## config.mk

```make
export PLATFORM = sky130hd
export DESIGN_NAME = xrnic_cm_pkt_parser_flat
export DESIGN_NICKNAME = d
export VERILOG_FILES = /design/src/rtl/xrnic_cm_pkt_parser_if.sv /design/src/rtl/xrnic_cm_pkt_parser.sv /design/src/flat_wrapper.sv
export SDC_FILE = /design/constraint.sdc
export NUM_CORES = 1
export LEC_CHECK = 0
export ABC_AREA = 1
export BUFFER_PORTS_ARGS = -buffer_cell sky130_fd_sc_hd__buf_2
export CAP_MARGIN = 20
export CORE_AREA = 3 3 384 386
export CTS_BUF_LIST = sky130_fd_sc_hd__clkbuf_4
export CTS_CLUSTER_DIAMETER = 50
export DETAILED_ROUTE_END_ITERATION = 8
export DIE_AREA = 0 0 387 389
export PLACE_DENSITY = 0.39
export SYNTH_ARGS = -nofsm -noshare
export SYNTH_HDL_FRONTEND = slang
export SYNTH_SLANG_ARGS = --single-unit
export TNS_END_PERCENT = 30
```

## constraint.sdc

```tcl
create_clock -name core_clk -period 5.3 [get_ports core_clk]
set_input_delay 0.53 -clock core_clk [delete_from_list [all_inputs] [get_ports core_clk]]
set_output_delay 0.53 -clock core_clk [all_outputs]
set_load 0.03 [all_outputs]
```

## src/rtl/xrnic_cm_pkt_parser_if.sv

```systemverilog
// RX AXI-Stream bundle feeding the CM MAD parser.
// No tready: the sink consumes every valid beat.
interface xrnic_cm_pkt_parser_if #(
    parameter int DW = 512
);
    logic [DW-1:0]   tdata;
    logic [DW/8-1:0] tkeep;
    logic            tvalid;
    logic            tlast;

    modport master (output tdata, tkeep, tvalid, tlast);
    modport slave  (input  tdata, tkeep, tvalid, tlast);
endinterface

```

## src/rtl/xrnic_cm_pkt_parser.sv

```systemverilog
// Receive-side CM MAD parser: filters RoCEv2 UD SEND_ONLY to QP1,
// latches ConnectRequest/Reply/ReadyToUse fields, pulses per frame.
module xrnic_cm_pkt_parser #(
    parameter int          C_AXIS_DATA_WIDTH = 512,
    parameter logic [15:0] ATTR_REQ          = 16'h0010,
    parameter logic [15:0] ATTR_REP          = 16'h0013,
    parameter logic [15:0] ATTR_RTU          = 16'h0014
) (
    input  logic                        core_clk,
    input  logic                        core_aresetn,
    xrnic_cm_pkt_parser_if.slave        rx_s_axis,
    input  logic [31:0]                 local_ip,
    output logic [47:0]                 recv_CM_src_mac,
    output logic [31:0]                 recv_CM_src_ip,
    output logic [63:0]                 recv_MAD_Transaction_ID,
    output logic [15:0]                 recv_MAD_Attribute_ID,
    output logic [31:0]                 recv_CM_local_Comm_ID,
    output logic [31:0]                 recv_CM_remote_Comm_ID,
    output logic [63:0]                 recv_CM_loacl_CA_GUID,
    output logic [31:0]                 recv_CM_Q_KEY,
    output logic [23:0]                 recv_CM_QPN,
    output logic [23:0]                 recv_CM_start_PSN,
    output logic                        CM_Req_rcvd,
    output logic                        CM_Reply_rcvd,
    output logic                        CM_ReadyToUse_rcvd,
    output logic                        CM_pkt_drop
);

    localparam int NB = C_AXIS_DATA_WIDTH / 8;

    typedef enum logic [1:0] {
        S_BEAT0,
        S_BEAT1,
        S_BEAT2,
        S_DRAIN
    } state_t;

    typedef struct packed {
        logic        fail;
        logic        cand;
        logic [47:0] mac;
        logic [31:0] ip;
        logic [63:0] tid;
        logic [15:0] attr;
        logic [31:0] lid;
        logic [31:0] rid;
        logic [63:0] guid;
        logic [31:0] qkey;
        logic [23:0] qpn;
        logic [23:0] psn;
    } shadow_t;

    state_t          state;
    state_t          state_nxt;
    shadow_t         sh;
    shadow_t         sh_nxt;
    logic [NB-1:0][7:0] byt;
    logic            port_qp;
    logic            hdr_ok;
    logic [15:0]     b1_attr;
    logic            accept;
    logic            drop;
    logic            long_ok;
    logic            attr_ok;
    logic            unused_ok;

    // byt[i] is wire byte (64*beat + i) of the current beat
    assign byt = rx_s_axis.tdata;
    assign unused_ok = ^{byt, rx_s_axis.tkeep};

    assign port_qp = ({byt[36], byt[37]} == 16'h12B7) &&
                     ({byt[47], byt[48], byt[49]} == 24'h000001);

    assign hdr_ok = port_qp &&
                    ({byt[12], byt[13]} == 16'h0800) &&
                    (byt[23] == 8'h11) &&
                    ({byt[30], byt[31], byt[32], byt[33]} == local_ip) &&
                    (byt[42] == 8'h64) &&
                    (byt[62] == 8'h01) &&
                    (byt[63] == 8'h07);

    assign b1_attr = {byt[14], byt[15]};

    // State register
    always_ff @(posedge core_clk or negedge core_aresetn) begin
        if (!core_aresetn) state <= S_BEAT0;
        else               state <= state_nxt;
    end

    // Next state, shadow capture and commit decision for the current beat
    always_comb begin
        state_nxt = state;
        sh_nxt    = sh;
        accept    = 1'b0;
        drop      = 1'b0;
        long_ok   = 1'b0;
        attr_ok   = 1'b0;
        if (rx_s_axis.tvalid) begin
            unique case (state)
                S_BEAT0: begin
                    sh_nxt.fail = !hdr_ok;
                    sh_nxt.cand = port_qp;
                    sh_nxt.mac  = {byt[6], byt[7], byt[8],
                                   byt[9], byt[10], byt[11]};
                    sh_nxt.ip   = {byt[26], byt[27], byt[28], byt[29]};
                    state_nxt   = rx_s_axis.tlast ? S_BEAT0 : S_BEAT1;
                end
                S_BEAT1: begin
                    if (byt[0] != 8'h02 || byt[1] != 8'h03)
                        sh_nxt.fail = 1'b1;
                    sh_nxt.tid  = {byt[6], byt[7], byt[8], byt[9],
                                   byt[10], byt[11], byt[12], byt[13]};
                    sh_nxt.attr = b1_attr;
                    sh_nxt.lid  = {byt[22], byt[23], byt[24], byt[25]};
                    sh_nxt.guid = {byt[38], byt[39], byt[40], byt[41],
                                   byt[42], byt[43], byt[44], byt[45]};
                    if (b1_attr == ATTR_REQ)
                        sh_nxt.rid = '0;
                    else
                        sh_nxt.rid = {byt[26], byt[27], byt[28], byt[29]};
                    if (b1_attr == ATTR_REP) begin
                        sh_nxt.qkey = {byt[30], byt[31], byt[32], byt[33]};
                        sh_nxt.qpn  = {byt[34], byt[35], byt[36]};
                        sh_nxt.psn  = {byt[42], byt[43], byt[44]};
                    end else begin
                        sh_nxt.qkey = {byt[50], byt[51], byt[52], byt[53]};
                        sh_nxt.qpn  = {byt[54], byt[55], byt[56]};
                    end
                    state_nxt = rx_s_axis.tlast ? S_BEAT0 : S_BEAT2;
                end
                S_BEAT2: begin
                    if (sh.attr == ATTR_REQ)
                        sh_nxt.psn = {byt[2], byt[3], byt[4]};
                    state_nxt = rx_s_axis.tlast ? S_BEAT0 : S_DRAIN;
                end
                S_DRAIN: begin
                    state_nxt = rx_s_axis.tlast ? S_BEAT0 : S_DRAIN;
                end
            endcase
            if (rx_s_axis.tlast) begin
                // the frame must reach byte 132 (beat 2, lane 4)
                long_ok = (state == S_DRAIN) ||
                          (state == S_BEAT2 &&
                           rx_s_axis.tkeep[4:0] == 5'h1F);
                attr_ok = (sh_nxt.attr == ATTR_REQ) ||
                          (sh_nxt.attr == ATTR_REP) ||
                          (sh_nxt.attr == ATTR_RTU);
                accept  = !sh_nxt.fail && long_ok && attr_ok;
                drop    = sh_nxt.cand && !accept;
            end
        end
    end

    // Shadow registers follow every consumed beat
    always_ff @(posedge core_clk or negedge core_aresetn) begin
        if (!core_aresetn) sh <= '0;
        else if (rx_s_axis.tvalid) sh <= sh_nxt;
    end

    // Commit: pulses every cycle, field outputs only on accept
    always_ff @(posedge core_clk or negedge core_aresetn) begin
        if (!core_aresetn) begin
            recv_CM_src_mac         <= '0;
            recv_CM_src_ip          <= '0;
            recv_MAD_Transaction_ID <= '0;
            recv_MAD_Attribute_ID   <= '0;
            recv_CM_local_Comm_ID   <= '0;
            recv_CM_remote_Comm_ID  <= '0;
            recv_CM_loacl_CA_GUID   <= '0;
            recv_CM_Q_KEY           <= '0;
            recv_CM_QPN             <= '0;
            recv_CM_start_PSN       <= '0;
            CM_Req_rcvd             <= 1'b0;
            CM_Reply_rcvd           <= 1'b0;
            CM_ReadyToUse_rcvd      <= 1'b0;
            CM_pkt_drop             <= 1'b0;
        end else begin
            CM_Req_rcvd        <= accept && (sh_nxt.attr == ATTR_REQ);
            CM_Reply_rcvd      <= accept && (sh_nxt.attr == ATTR_REP);
            CM_ReadyToUse_rcvd <= accept && (sh_nxt.attr == ATTR_RTU);
            CM_pkt_drop        <= drop;
            if (accept) begin
                recv_CM_src_mac         <= sh_nxt.mac;
                recv_CM_src_ip          <= sh_nxt.ip;
                recv_MAD_Transaction_ID <= sh_nxt.tid;
                recv_MAD_Attribute_ID   <= sh_nxt.attr;
                recv_CM_local_Comm_ID   <= sh_nxt.lid;
                recv_CM_remote_Comm_ID  <= sh_nxt.rid;
                if (sh_nxt.attr == ATTR_REQ)
                    recv_CM_loacl_CA_GUID <= sh_nxt.guid;
                if (sh_nxt.attr != ATTR_RTU) begin
                    recv_CM_Q_KEY     <= sh_nxt.qkey;
                    recv_CM_QPN       <= sh_nxt.qpn;
                    recv_CM_start_PSN <= sh_nxt.psn;
                end
            end
        end
    end

endmodule

```

## src/flat_wrapper.sv

```systemverilog
// flat-port wrapper written by rule: the top's interface ports become plain ports
module xrnic_cm_pkt_parser_flat 
#(
    parameter int          C_AXIS_DATA_WIDTH = 512,
    parameter logic [15:0] ATTR_REQ          = 16'h0010,
    parameter logic [15:0] ATTR_REP          = 16'h0013,
    parameter logic [15:0] ATTR_RTU          = 16'h0014
)
  (core_clk, core_aresetn, local_ip, recv_CM_src_mac, recv_CM_src_ip, recv_MAD_Transaction_ID, recv_MAD_Attribute_ID, recv_CM_local_Comm_ID, recv_CM_remote_Comm_ID, recv_CM_loacl_CA_GUID, recv_CM_Q_KEY, recv_CM_QPN, recv_CM_start_PSN, CM_Req_rcvd, CM_Reply_rcvd, CM_ReadyToUse_rcvd, CM_pkt_drop, rx_s_axis_tdata, rx_s_axis_tkeep, rx_s_axis_tvalid, rx_s_axis_tlast);
  xrnic_cm_pkt_parser_if rx_s_axis_i ();
  input  logic core_clk;
  input  logic core_aresetn;
  input  logic [31:0] local_ip;
  output logic [47:0] recv_CM_src_mac;
  output logic [31:0] recv_CM_src_ip;
  output logic [63:0] recv_MAD_Transaction_ID;
  output logic [15:0] recv_MAD_Attribute_ID;
  output logic [31:0] recv_CM_local_Comm_ID;
  output logic [31:0] recv_CM_remote_Comm_ID;
  output logic [63:0] recv_CM_loacl_CA_GUID;
  output logic [31:0] recv_CM_Q_KEY;
  output logic [23:0] recv_CM_QPN;
  output logic [23:0] recv_CM_start_PSN;
  output logic CM_Req_rcvd;
  output logic CM_Reply_rcvd;
  output logic CM_ReadyToUse_rcvd;
  output logic CM_pkt_drop;
  input wire logic [$bits(rx_s_axis_i.tdata)-1:0] rx_s_axis_tdata;
  input wire logic [$bits(rx_s_axis_i.tkeep)-1:0] rx_s_axis_tkeep;
  input wire logic [$bits(rx_s_axis_i.tvalid)-1:0] rx_s_axis_tvalid;
  input wire logic [$bits(rx_s_axis_i.tlast)-1:0] rx_s_axis_tlast;
  assign rx_s_axis_i.tdata = rx_s_axis_tdata;
  assign rx_s_axis_i.tkeep = rx_s_axis_tkeep;
  assign rx_s_axis_i.tvalid = rx_s_axis_tvalid;
  assign rx_s_axis_i.tlast = rx_s_axis_tlast;
  xrnic_cm_pkt_parser #(.C_AXIS_DATA_WIDTH(C_AXIS_DATA_WIDTH), .ATTR_REQ(ATTR_REQ), .ATTR_REP(ATTR_REP), .ATTR_RTU(ATTR_RTU)) u_core (.core_clk(core_clk), .core_aresetn(core_aresetn), .rx_s_axis(rx_s_axis_i), .local_ip(local_ip), .recv_CM_src_mac(recv_CM_src_mac), .recv_CM_src_ip(recv_CM_src_ip), .recv_MAD_Transaction_ID(recv_MAD_Transaction_ID), .recv_MAD_Attribute_ID(recv_MAD_Attribute_ID), .recv_CM_local_Comm_ID(recv_CM_local_Comm_ID), .recv_CM_remote_Comm_ID(recv_CM_remote_Comm_ID), .recv_CM_loacl_CA_GUID(recv_CM_loacl_CA_GUID), .recv_CM_Q_KEY(recv_CM_Q_KEY), .recv_CM_QPN(recv_CM_QPN), .recv_CM_start_PSN(recv_CM_start_PSN), .CM_Req_rcvd(CM_Req_rcvd), .CM_Reply_rcvd(CM_Reply_rcvd), .CM_ReadyToUse_rcvd(CM_ReadyToUse_rcvd), .CM_pkt_drop(CM_pkt_drop));
endmodule
```

==> results of run 1 <==
-- cell type report --
| class | instances | area [sq um] | area share (%) |
|---|---|---|---|
| flip-flops and latches | 744 | 18600 | 40.8 |
| clock buffers | 320 | 2400 | 5.26 |
| multi-input cells | 2204 | 10500 | 23.0 |
| well taps | 1903 | 2380 | 5.21 |
| repair buffers | 1350 | 9490 | 20.8 |
| diodes | 23 | 57.6 | 0.126 |
| inverters | 492 | 1850 | 4.06 |
| clock inverters | 65 | 334 | 0.732 |
-- per-stage QoR --
stage / util (%) / instance area [sq um] / instances / power (mW) / hold WS, ns
final: 31.7 / 45700 / 7101 / 14.9 / 0.256
after global routing: 31.7 / 45600 / 7095 / 16.0 / 0.0351
after CTS: 31.7 / 45600 / 7078 / 15.2 / 0.0000234
after detailed placement: 26.5 / 38100 / 6217 / 9.06 / 0.447
after global placement: 26.5 / 38100 / 6217 / 9.03 / 0.446
after floorplan: - / 31900 / 3660 / 8.20 / 0.234
-- kinds of logic after synthesis --
| family | share of synthesized area (%) |
|---|---|
| simple gates | 20.1 |
| xor+xnor | 0.302 |
| compound gates | 12.4 |
| buf+inv | 8.63 |
| flops | 58.5 |
| fa+ha+maj | 0.157 |
-- registers in the layout, indices dropped and copies added (netlist names), 2 cells and up --
signal and cells:
u_core.sh 370, u_core.recv_CM_loacl_CA_GUID 64, u_core.recv_MAD_Transaction_ID 64, u_core.recv_CM_src_mac 48, u_core.recv_CM_Q_KEY 32, u_core.recv_CM_local_Comm_ID 32
u_core.recv_CM_remote_Comm_ID 32, u_core.recv_CM_src_ip 32, u_core.recv_CM_QPN 24, u_core.recv_CM_start_PSN 24, u_core.recv_MAD_Attribute_ID 16, u_core.state 2
-- path summary, 6_finish.rpt --
kind	slack, ns	startpoint	end	depth (start not counted)
worst min register to register	0.46	u_core.recv_MAD_Attribute_ID[4]	u_core.recv_MAD_Attribute_ID[4]	1
min in group asynchronous	0.63	core_aresetn	u_core.recv_CM_loacl_CA_GUID[31]	4
worst max register to register	1.64	u_core.state[1]	u_core.recv_CM_Q_KEY[8]	12
worst max-delay path	1.64	u_core.state[1]	u_core.recv_CM_Q_KEY[8]	12
max in group asynchronous	3.75	core_aresetn	u_core.sh[24]	4
worst min-delay path	0.26	rx_s_axis_tdata[55]	u_core.sh[287]	4
-- cell usage in the layout (no fill, tap or decap), drive strengths merged, types with 50 or more instances in the layout --
cell type	Yosys	final
nor2	175	175
clkbuf	155	320
buf	65	875
o21bai	144	144
or2	99	99
a21oi	110	110
dlygate4sd3	0	475
and2	50	50
o21ai	327	327
inv	492	501
clkinv	0	53
nand3	203	203
nand2	963	963
dfrtp	744	744
-- layer usage --
layer / part of all wire (%) / vias up / global-route usage [%]
met5: 0.055 / - / 0
met4: 3.7 / 14 / 7.38
met3: 7.5 / 246 / 5.91
met2: 46 / 938 / 27.4
met1: 42 / 13900 / 21.1
li1: - / 14300 / -
-- worst max-delay path: stages (launching register included) --
cell and delay [ns]:
dfrtp_1 0.39, inv_1 0.12, ha_2 0.21, nand2_4 0.39, inv_8 0.41, nand2_1 0.12, nand4_1 0.19, nor3_2 0.09
nand3_4 0.14, buf_4 0.47, buf_4 0.59, nand3_1 0.20, nand2_1 0.11
-- power groups by stage --
stage	logic, mW	clock network [mW]	registers (mW)
floorplan	1.41	0	6.79
global placement	2.21	0	6.82
detailed placement	2.22	0	6.84
CTS	2.72	5.77	6.73
global route	3.07	6.08	6.82
finish	2.67	5.49	6.73
==> impl_metrics.sql, run 1 <==
INSERT INTO impl_metrics (metric_group, metric, value, unit) VALUES
('global_routing', 'grt_use_total', '17.2', '%'),
('power_and_ir_drop', 'netSwitchingFraction', '29.2', '%'),
('routing', 'dr_total_vias', '29400', ''),
('clocking', 'clock_root_buffer_master', 'clkbuf_4', ''),
('floorplanning', 'die_area', '0.151', 'sq mm'),
('clocking', 'cts_buffers', '216', ''),
('place', 'dp_worst_setup_slack', '1.44', 'ns'),
('critical_path', 'worst_ep_required_time', '6.32', 'ns'),
('power_and_ir_drop', 'vdd.ir_drop.worst', '0.174', 'mV'),
('final_layout', 'final.fill_count', '15500', ''),
('logic_synthesis', 'cell_count_after_synthesis', '3660', ''),
('timing', 'fin_tns_setup', '0', 'ns'),
('run', 'maxCapViolations', '0', ''),
('global_routing', 'antenna_found_initial', '27', ''),
('logic_synthesis', 'ys_async_sr_fraction', '100', '%'),
('routing', 'routed_wl', '132000', 'microns'),
('global_routing', 'grt_pass1_wl', '196000', 'microns'),
('timing', 'min_period', '3.66', 'ns'),
('critical_path', 'cp-end-kind', 'register', ''),
('clocking', 'clk-insertion-delay-late', '1.17', 'ns'),
('power_and_ir_drop', 'internal-power', '10.5', 'mW'),
('timing', 'post-route-period-util', '69.1', '%'),
('worst_hold_path', 'hold_class', 'in2reg', ''),
('logic_synthesis', 'ys.warnings.count', '0', ''),
('critical_path', 'critical_path.startpoint_type', 'register', ''),
('timing', 'timing.final.setup_violations', '0', ''),
('power_and_ir_drop', 'p_switching', '4.35', 'mW'),
('global_routing', 'grt_overflow_total', '0', ''),
('logic_synthesis', 'commonest_cells_in_the_netlist', 'nand2_1 (963), dfrtp_1 (744), inv_1 (488), o21ai_0 (314), nand3_1 (202)', ''),
('floorplanning', 'floorplan.initialDensity', '22.1', '%'),
('routing', 'route.detailed.drc', '0', ''),
('clocking', 'cts_hold_buf', '476', ''),
('timing', 'final-max-slew-violation-count', '0', ''),
('routing', 'initialDrtViolationCount', '1517', ''),
('logic_synthesis', 'synth_nets', '4276', ''),
('timing', 'maxSlewHeadroom', '36.4', '%'),
('timing', 'grt_setup_unrepaired', 'no', ''),
('global_routing', 'grt_max_degree', '231', ''),
('floorplanning', 'core.rowCount', '139', ''),
('final_layout', 'areaGrowthSynthToFinish', '43.4', '%'),
('power_and_ir_drop', 'power_leakage', '23.1', 'nW'),
('floorplanning', 'coreArea', '0.144', 'sq mm'),
('power_and_ir_drop', 'power_dens_cells', '326', 'mW/mm^2'),
('power_and_ir_drop', 'p_clk_share', '36.9', '%'),
('clocking', 'post_cts_resized', '0', ''),
('timing', 'number_of_failing_hold_endpoints_at_the_final_stage', '0', ''),
('timing', 'tightest_slew', '0.953', 'ns'),
('clocking', 'post_cts_setup_driven_buffer_insertion_count', '0', ''),
('critical_path', 'crit_fanout', '57', ''),
('routing', 'route.detailed.wl_per_inst', '18.6', 'microns'),
('timing', 'final.setup_skew', '0.0871', 'ns'),
('power_and_ir_drop', 'sequentialPowerShare', '45.2', '%'),
('clocking', 'tritoncts', 'done', ''),
('critical_path', 'worst-endpoint-arrival', '4.68', 'ns'),
('critical_path', 'timing.setup.critical_path_class', 'reg2reg', ''),
('final_layout', 'drive_gt1_share', '25.6', '%'),
('logic_synthesis', 'synth_most_common_cell', 'nand2_1', ''),
('routing', 'avgViaCountPerCell', '4.14', ''),
('timing', 'layout_setup_ws', '1.64', 'ns'),
('logic_synthesis', 'syn-mean-instance-area', '8.70', 'sq um'),
('logic_synthesis', 'netlist_area', '0.0319', 'sq mm'),
('logic_synthesis', 'yosysTopAreaCell', 'dfrtp_1', ''),
('power_and_ir_drop', 'combinationalPowerShare', '17.9', '%'),
('run_status', 'outcome', 'complete, no violations', ''),
('floorplanning', 'die_width', '387', 'microns'),
('place', 'dp_hpwl', '89400', 'microns'),
('timing', 'maxClockFrequency', '0.273', 'GHz'),
('clocking', 'clock_path_buffers', '3', ''),
('logic_synthesis', 'yosysTopAreaCellShare', '58.5', '%'),
('global_routing', 'grt_pass1_vias', '30200', ''),
('place', 'place_congestion', '0.862', '');
Note: power is estimated with default switching activity, not from simulation.
==> run 2, diff against run 1 <==
Clock period 5.3 ns to 3.5 ns, I/O delays scaled along.
==> impl_metrics.sql, run 2 (synthesized netlist as in run 1, its figures left out) <==
INSERT INTO impl_metrics (metric_group, metric, value, unit) VALUES
('run_status', 'outcome', 'complete, no violations', ''),
('floorplanning', 'floorplan.initialDensity', '22.1', '%'),
('timing', 'tightest_slew', '0.866', 'ns'),
('clocking', 'path_clk_slew', '0.05', 'ns'),
('timing', 'final-max-slew-violation-count', '0', ''),
('floorplanning', 'core.rowCount', '139', ''),
('final_layout', 'areaGrowthSynthToFinish', '54.0', '%'),
('clocking', 'clock_path_buffers', '3', ''),
('final_layout', 'largest_register_ffs', '370', ''),
('global_routing', 'grt_pass1_wl', '205000', 'microns'),
('timing', 'timing.final.setup_violations', '0', ''),
('power_and_ir_drop', 'power_leakage', '24.5', 'nW'),
('global_routing', 'grt_use_total', '17.8', '%'),
('timing', 'grt_setup_unrepaired', 'no', ''),
('routing', 'routed_wl', '136000', 'microns'),
('floorplanning', 'die_width', '387', 'microns'),
('routing', 'avgViaCountPerCell', '4.17', ''),
('run', 'maxCapViolations', '0', ''),
('critical_path', 'worst-endpoint-arrival', '4.42', 'ns'),
('clocking', 'htree_num_levels', '4', ''),
('timing', 'layout_setup_ws', '0.107', 'ns'),
('global_routing', 'grt_max_degree', '131', ''),
('place', 'io_buffers', '820', ''),
('clocking', 'clock_root_buffer_master', 'clkbuf_4', ''),
('floorplanning', 'floorplan.io_pins', '984', ''),
('floorplanning', 'die_height', '389', 'microns'),
('clocking', 'cts_sinks', '744', ''),
('final_layout', 'most-common-layout-cells', 'nand2_1 (961), buf_2 (819), dlygate4sd3_1 (776)', ''),
('final_layout', 'drive_gt1_share', '24.4', '%'),
('routing', 'initialDrtViolationCount', '1501', ''),
('clocking', 'tritoncts', 'done', ''),
('clocking', 'clk-insertion-delay-late', '1.17', 'ns'),
('place', 'place_congestion', '0.866', ''),
('floorplanning', 'die_area', '0.151', 'sq mm'),
('final_layout', 'reg_top3', 'u_core.sh: 370 flops, u_core.recv_CM_loacl_CA_GUID: 64 flops, u_core.recv_MAD_Transaction_ID: 64 flops', ''),
('critical_path', 'worst_ep_required_time', '4.52', 'ns'),
('timing', 'fin_tns_setup', '0', 'ns'),
('place', 'dp_cell_count', '6245', ''),
('timing', 'number_of_failing_hold_endpoints_at_the_final_stage', '0', ''),
('power_and_ir_drop', 'power_dens_cells', '471', 'mW/mm^2'),
('routing', 'route.detailed.drc', '0', ''),
('final_layout', 'stdcell_count', '7418', ''),
('routing', 'dr_total_vias', '30900', ''),
('timing', 'post-route-period-util', '96.9', '%'),
('global_routing', 'grt_pass1_vias', '32200', ''),
('critical_path', 'cp-end-kind', 'register', ''),
('power_and_ir_drop', 'overall_power_consumption', '23.1', 'mW'),
('timing', 'maxClockFrequency', '0.295', 'GHz'),
('final_layout', 'top_reg_by_flops', 'u_core.sh', ''),
('power_and_ir_drop', 'vdd.ir_drop.worst', '0.243', 'mV'),
('global_routing', 'antenna_found_initial', '24', ''),
('routing', 'postRouteAntennaNets', '0', ''),
('clocking', 'cts_buffers', '222', ''),
('timing', 'min_period', '3.39', 'ns'),
('place', 'dp_worst_setup_slack', '0.312', 'ns'),
('place', 'dp_hpwl', '91600', 'microns'),
('critical_path', 'timing.setup.critical_path_class', 'in2reg', ''),
('critical_path', 'crit_fanout', '21', ''),
('final_layout', 'final_common_cell', 'nand2_1', ''),
('floorplanning', 'coreArea', '0.144', 'sq mm'),
('final_layout', 'design.final.nets', '5961', ''),
('timing', 'maxSlewHeadroom', '42.2', '%'),
('global_routing', 'grt_overflow_total', '0', ''),
('routing', 'detailedRoute.firstPassIterationCount', '5', ''),
('critical_path', 'critical_path.startpoint_type', 'input pin', ''),
('timing', 'final.setup_skew', '0.0827', 'ns'),
('worst_hold_path', 'hold_class', 'in2reg', ''),
('routing', 'route.detailed.wl_per_inst', '18.4', 'microns');
run 2: final cells by class:
cell class                 instances  area [sq um]
fill                           15400         94800
antenna                           26          65.1
clock buffer                     304          2280
inverter                         492          1860
clock inverter                    64           348
sequential                       744         18600
timing repair buffer            1681         13000
multi-input combinational       2204         10500
tap                             1903          2380
run 2: final timing paths:
kind | startpoint | end | slack, ns | cells past startpoint
min in group asynchronous | core_aresetn | u_core.sh[175] | 0.61 | 4
worst min register to register | u_core.recv_MAD_Attribute_ID[13] | u_core.recv_MAD_Attribute_ID[13] | 0.46 | 2
worst max register to register | u_core.state[1] | u_core.recv_CM_loacl_CA_GUID[59] | 0.29 | 12
max in group asynchronous | core_aresetn | u_core.recv_CM_loacl_CA_GUID[44] | 2.33 | 4
worst min-delay path | local_ip[26] | u_core.sh[369] | 0.20 | 9
worst max-delay path | rx_s_axis_tdata[113] | u_core.recv_CM_Q_KEY[8] | 0.11 | 15
run 2: critical path, cell delays in order:
cell and delay, ns:
dlygate4sd3_1 0.61, buf_2 0.14, dlygate4sd3_1 0.55, inv_1 0.09, nand2_1 0.10, nor4_1 0.34, nand3b_1 0.27, buf_4 0.32
clkinv_2 0.26, buf_4 0.29, nand2_1 0.10, a21oi_1 0.15, dlygate4sd3_1 0.60, nand3_1 0.12, nand2_1 0.12
run 2: where the power goes:
group | switching (mW) | total [mW] | internal (mW)
logic | 2.37 | 4.78 | 2.41
clock network | 4.04 | 8.11 | 4.08
registers | 0.335 | 10.2 | 9.87
run 2: stage by stage:
step	hold WS (ns)	util, %	cell area [sq um]
floorplan	0.0544	-	31900
global placement	0.437	26.8	38500
detailed placement	0.441	26.8	38500
CTS	0.00165	34.0	48900
global route	0.0540	34.1	49000
finish	0.201	34.1	49100
run 2: what timing repair did:
action                                  4_1_cts  5_1_grt
endpoints found under the setup margin        0      144
hold buffers                                777        0
endpoints found under the hold margin      1481        0
gates resized for setup                       0        9
buffers inserted                              0        1
run 2: layer usage:
layer | GRT usage, % | vias up | routed length [microns]
met5 | 0 | - | 62
met4 | 7.04 | 10 | 4740
met3 | 5.43 | 234 | 8920
met2 | 29.1 | 936 | 63900
met1 | 21.8 | 14700 | 58500
li1 | - | 15000 | -
==> run 3, diff against run 2 <==
Clock period 3.5 ns to 3.61 ns, I/O delays scaled along.
==> impl_metrics.sql, run 3 (synthesized netlist as in run 1, its figures left out) <==
INSERT INTO impl_metrics (metric_group, metric, value, unit) VALUES
('floorplanning', 'floorplan.initialDensity', '22.1', '%'),
('final_layout', 'areaGrowthSynthToFinish', '51.3', '%'),
('routing', 'route.detailed.drc', '0', ''),
('timing', 'post-route-period-util', '95.2', '%'),
('routing', 'avgViaCountPerCell', '4.16', ''),
('run_status', 'outcome', 'complete, no violations', ''),
('final_layout', 'final.fill_count', '15400', ''),
('timing', 'tightest_slew', '0.711', 'ns'),
('clocking', 'clock_root_buffer_master', 'clkbuf_4', ''),
('place', 'dp_hpwl', '91300', 'microns'),
('routing', 'route.detailed.wl_per_inst', '18.4', 'microns'),
('clocking', 'clock_path_buffers', '3', ''),
('final_layout', 'largest_register_ffs', '370', ''),
('timing', 'layout_setup_ws', '0.175', 'ns'),
('routing', 'dr_total_vias', '30400', ''),
('routing', 'routed_wl', '135000', 'microns'),
('timing', 'number_of_failing_hold_endpoints_at_the_final_stage', '0', ''),
('global_routing', 'grt_pass1_vias', '31900', ''),
('global_routing', 'antenna_found_initial', '26', ''),
('critical_path', 'crit_fanout', '32', ''),
('clocking', 'tritoncts', 'done', ''),
('floorplanning', 'die_height', '389', 'microns'),
('final_layout', 'most-common-layout-cells', 'nand2_1 (961), buf_2 (819), dfrtp_1 (744)', ''),
('clocking', 'htree_num_levels', '4', ''),
('timing', 'min_period', '3.44', 'ns'),
('floorplanning', 'die_area', '0.151', 'sq mm'),
('critical_path', 'critical_path.startpoint_type', 'register', ''),
('critical_path', 'worst-endpoint-arrival', '4.44', 'ns'),
('global_routing', 'grt_pass1_wl', '204000', 'microns'),
('final_layout', 'design.final.nets', '5866', ''),
('power_and_ir_drop', 'power_dens_cells', '459', 'mW/mm^2'),
('place', 'place_congestion', '0.855', ''),
('critical_path', 'cp-end-kind', 'register', ''),
('power_and_ir_drop', 'power_leakage', '24.2', 'nW'),
('floorplanning', 'die_width', '387', 'microns'),
('floorplanning', 'core.rowCount', '139', ''),
('final_layout', 'final_common_cell', 'nand2_1', ''),
('global_routing', 'grt_use_total', '17.7', '%'),
('final_layout', 'final_core_util', '33.5', '%'),
('clocking', 'clk-insertion-delay-late', '1.19', 'ns'),
('timing', 'final.setup_skew', '0.101', 'ns'),
('timing', 'timing.final.setup_violations', '0', ''),
('clocking', 'path_clk_slew', '0.06', 'ns'),
('worst_hold_path', 'hold_class', 'in2reg', ''),
('timing', 'maxClockFrequency', '0.291', 'GHz'),
('timing', 'final-max-slew-violation-count', '0', ''),
('place', 'dp_worst_setup_slack', '0.309', 'ns'),
('global_routing', 'grt_max_degree', '120', ''),
('critical_path', 'timing.setup.critical_path_class', 'reg2reg', ''),
('final_layout', 'reg_top3', 'u_core.sh: 370 flops, u_core.recv_CM_loacl_CA_GUID: 64 flops, u_core.recv_MAD_Transaction_ID: 64 flops', ''),
('power_and_ir_drop', 'vdd.ir_drop.worst', '0.222', 'mV'),
('place', 'io_buffers', '820', ''),
('final_layout', 'drive_gt1_share', '25.0', '%'),
('critical_path', 'worst_ep_required_time', '4.62', 'ns'),
('clocking', 'post_cts_setup_driven_buffer_insertion_count', '0', ''),
('clocking', 'cts_buffers', '219', ''),
('routing', 'detailedRoute.firstPassIterationCount', '7', ''),
('floorplanning', 'floorplan.io_pins', '984', ''),
('global_routing', 'grt_overflow_total', '0', ''),
('final_layout', 'top_reg_by_flops', 'u_core.sh', ''),
('run', 'maxCapViolations', '0', ''),
('timing', 'maxSlewHeadroom', '52.6', '%'),
('clocking', 'cts_sinks', '744', ''),
('floorplanning', 'coreArea', '0.144', 'sq mm'),
('routing', 'initialDrtViolationCount', '1541', ''),
('routing', 'postRouteAntennaNets', '0', '');
[run 3: report_power, final]
part / switching [mW] / internal, mW / total [mW] / leakage (nW)
logic: 2.21 / 2.01 / 4.22 / 13.7
registers: 0.321 / 9.57 / 9.89 / 8.88
clock network: 3.92 / 4.10 / 8.02 / 1.61
[run 3: timing repair]
| action | CTS | global route |
|---|---|---|
| hold buffers | 696 | 0 |
| endpoints found under the setup margin | 0 | 342 |
| hold endpoints to repair | 1475 | 0 |
| gates resized for setup | 0 | 8 |
[run 3: final timing paths]
check	cells past startpoint	start	end	slack, ns
worst max-delay path	13	u_core.state[1]	u_core.recv_CM_loacl_CA_GUID[54]	0.17
max in group asynchronous	4	core_aresetn	u_core.recv_CM_Q_KEY[1]	2.50
worst min-delay path	6	rx_s_axis_tdata[347]	u_core.sh[11]	0.26
worst min register to register	2	u_core.recv_MAD_Attribute_ID[3]	u_core.recv_MAD_Attribute_ID[3]	0.46
worst max register to register	13	u_core.state[1]	u_core.recv_CM_loacl_CA_GUID[54]	0.17
min in group asynchronous	4	core_aresetn	u_core.sh[266]	0.61
[run 3: per-stage QoR]
| stage | power, mW | hold WS [ns] | std cells | TNS, ns | instance area, sq um |
|---|---|---|---|---|---|
| 3_5_place_dp | 13.4 | 0.450 | 6236 | 0 | 38400 |
| 3_3_place_gp | 13.3 | 0.443 | 6236 | 0 | 38400 |
| 5_1_grt | 23.8 | 0.0810 | 7318 | -0.0163 | 48200 |
| 6_report | 22.1 | 0.257 | 7323 | 0 | 48200 |
| 4_1_cts | 22.6 | 0.00122 | 7300 | 0 | 48100 |
| 2_1_floorplan | 12.0 | 0.0654 | 3660 | 0 | 31900 |
[run 3: per-layer routing]
metal / wire length, microns / vias to the layer above / GRT usage (%)
met1: 57300 / 14500 / 21.4
met5: 59 / - / 0
met4: 4150 / 12 / 6.36
li1: - / 14800 / -
met2: 63500 / 934 / 29.1
met3: 9650 / 220 / 5.98
[run 3: layout make-up]
cell class | instances | area, sq um | area share (%)
clock buffers | 325 | 2440 | 5.06
clock inverters | 43 | 274 | 0.569
diodes | 23 | 57.6 | 0.119
repair buffers | 1589 | 12000 | 25.0
inverters | 492 | 1860 | 3.85
multi-input cells | 2204 | 10500 | 21.8
flip-flops and latches | 744 | 18600 | 38.6
well taps | 1903 | 2380 | 4.94
[run 3: worst max-delay path: stages (launching register included)]
cell and delay [ns]:
dfrtp_1 0.40, inv_1 0.11, ha_2 0.24, nand2_4 0.24
nand2_1 0.13, o21ai_1 0.08, or2_1 0.27, nor4_4 0.33
dlygate4sd3_1 0.67, nand3_2 0.16, inv_4 0.23, buf_4 0.27
nand3_1 0.11, nand2_1 0.08
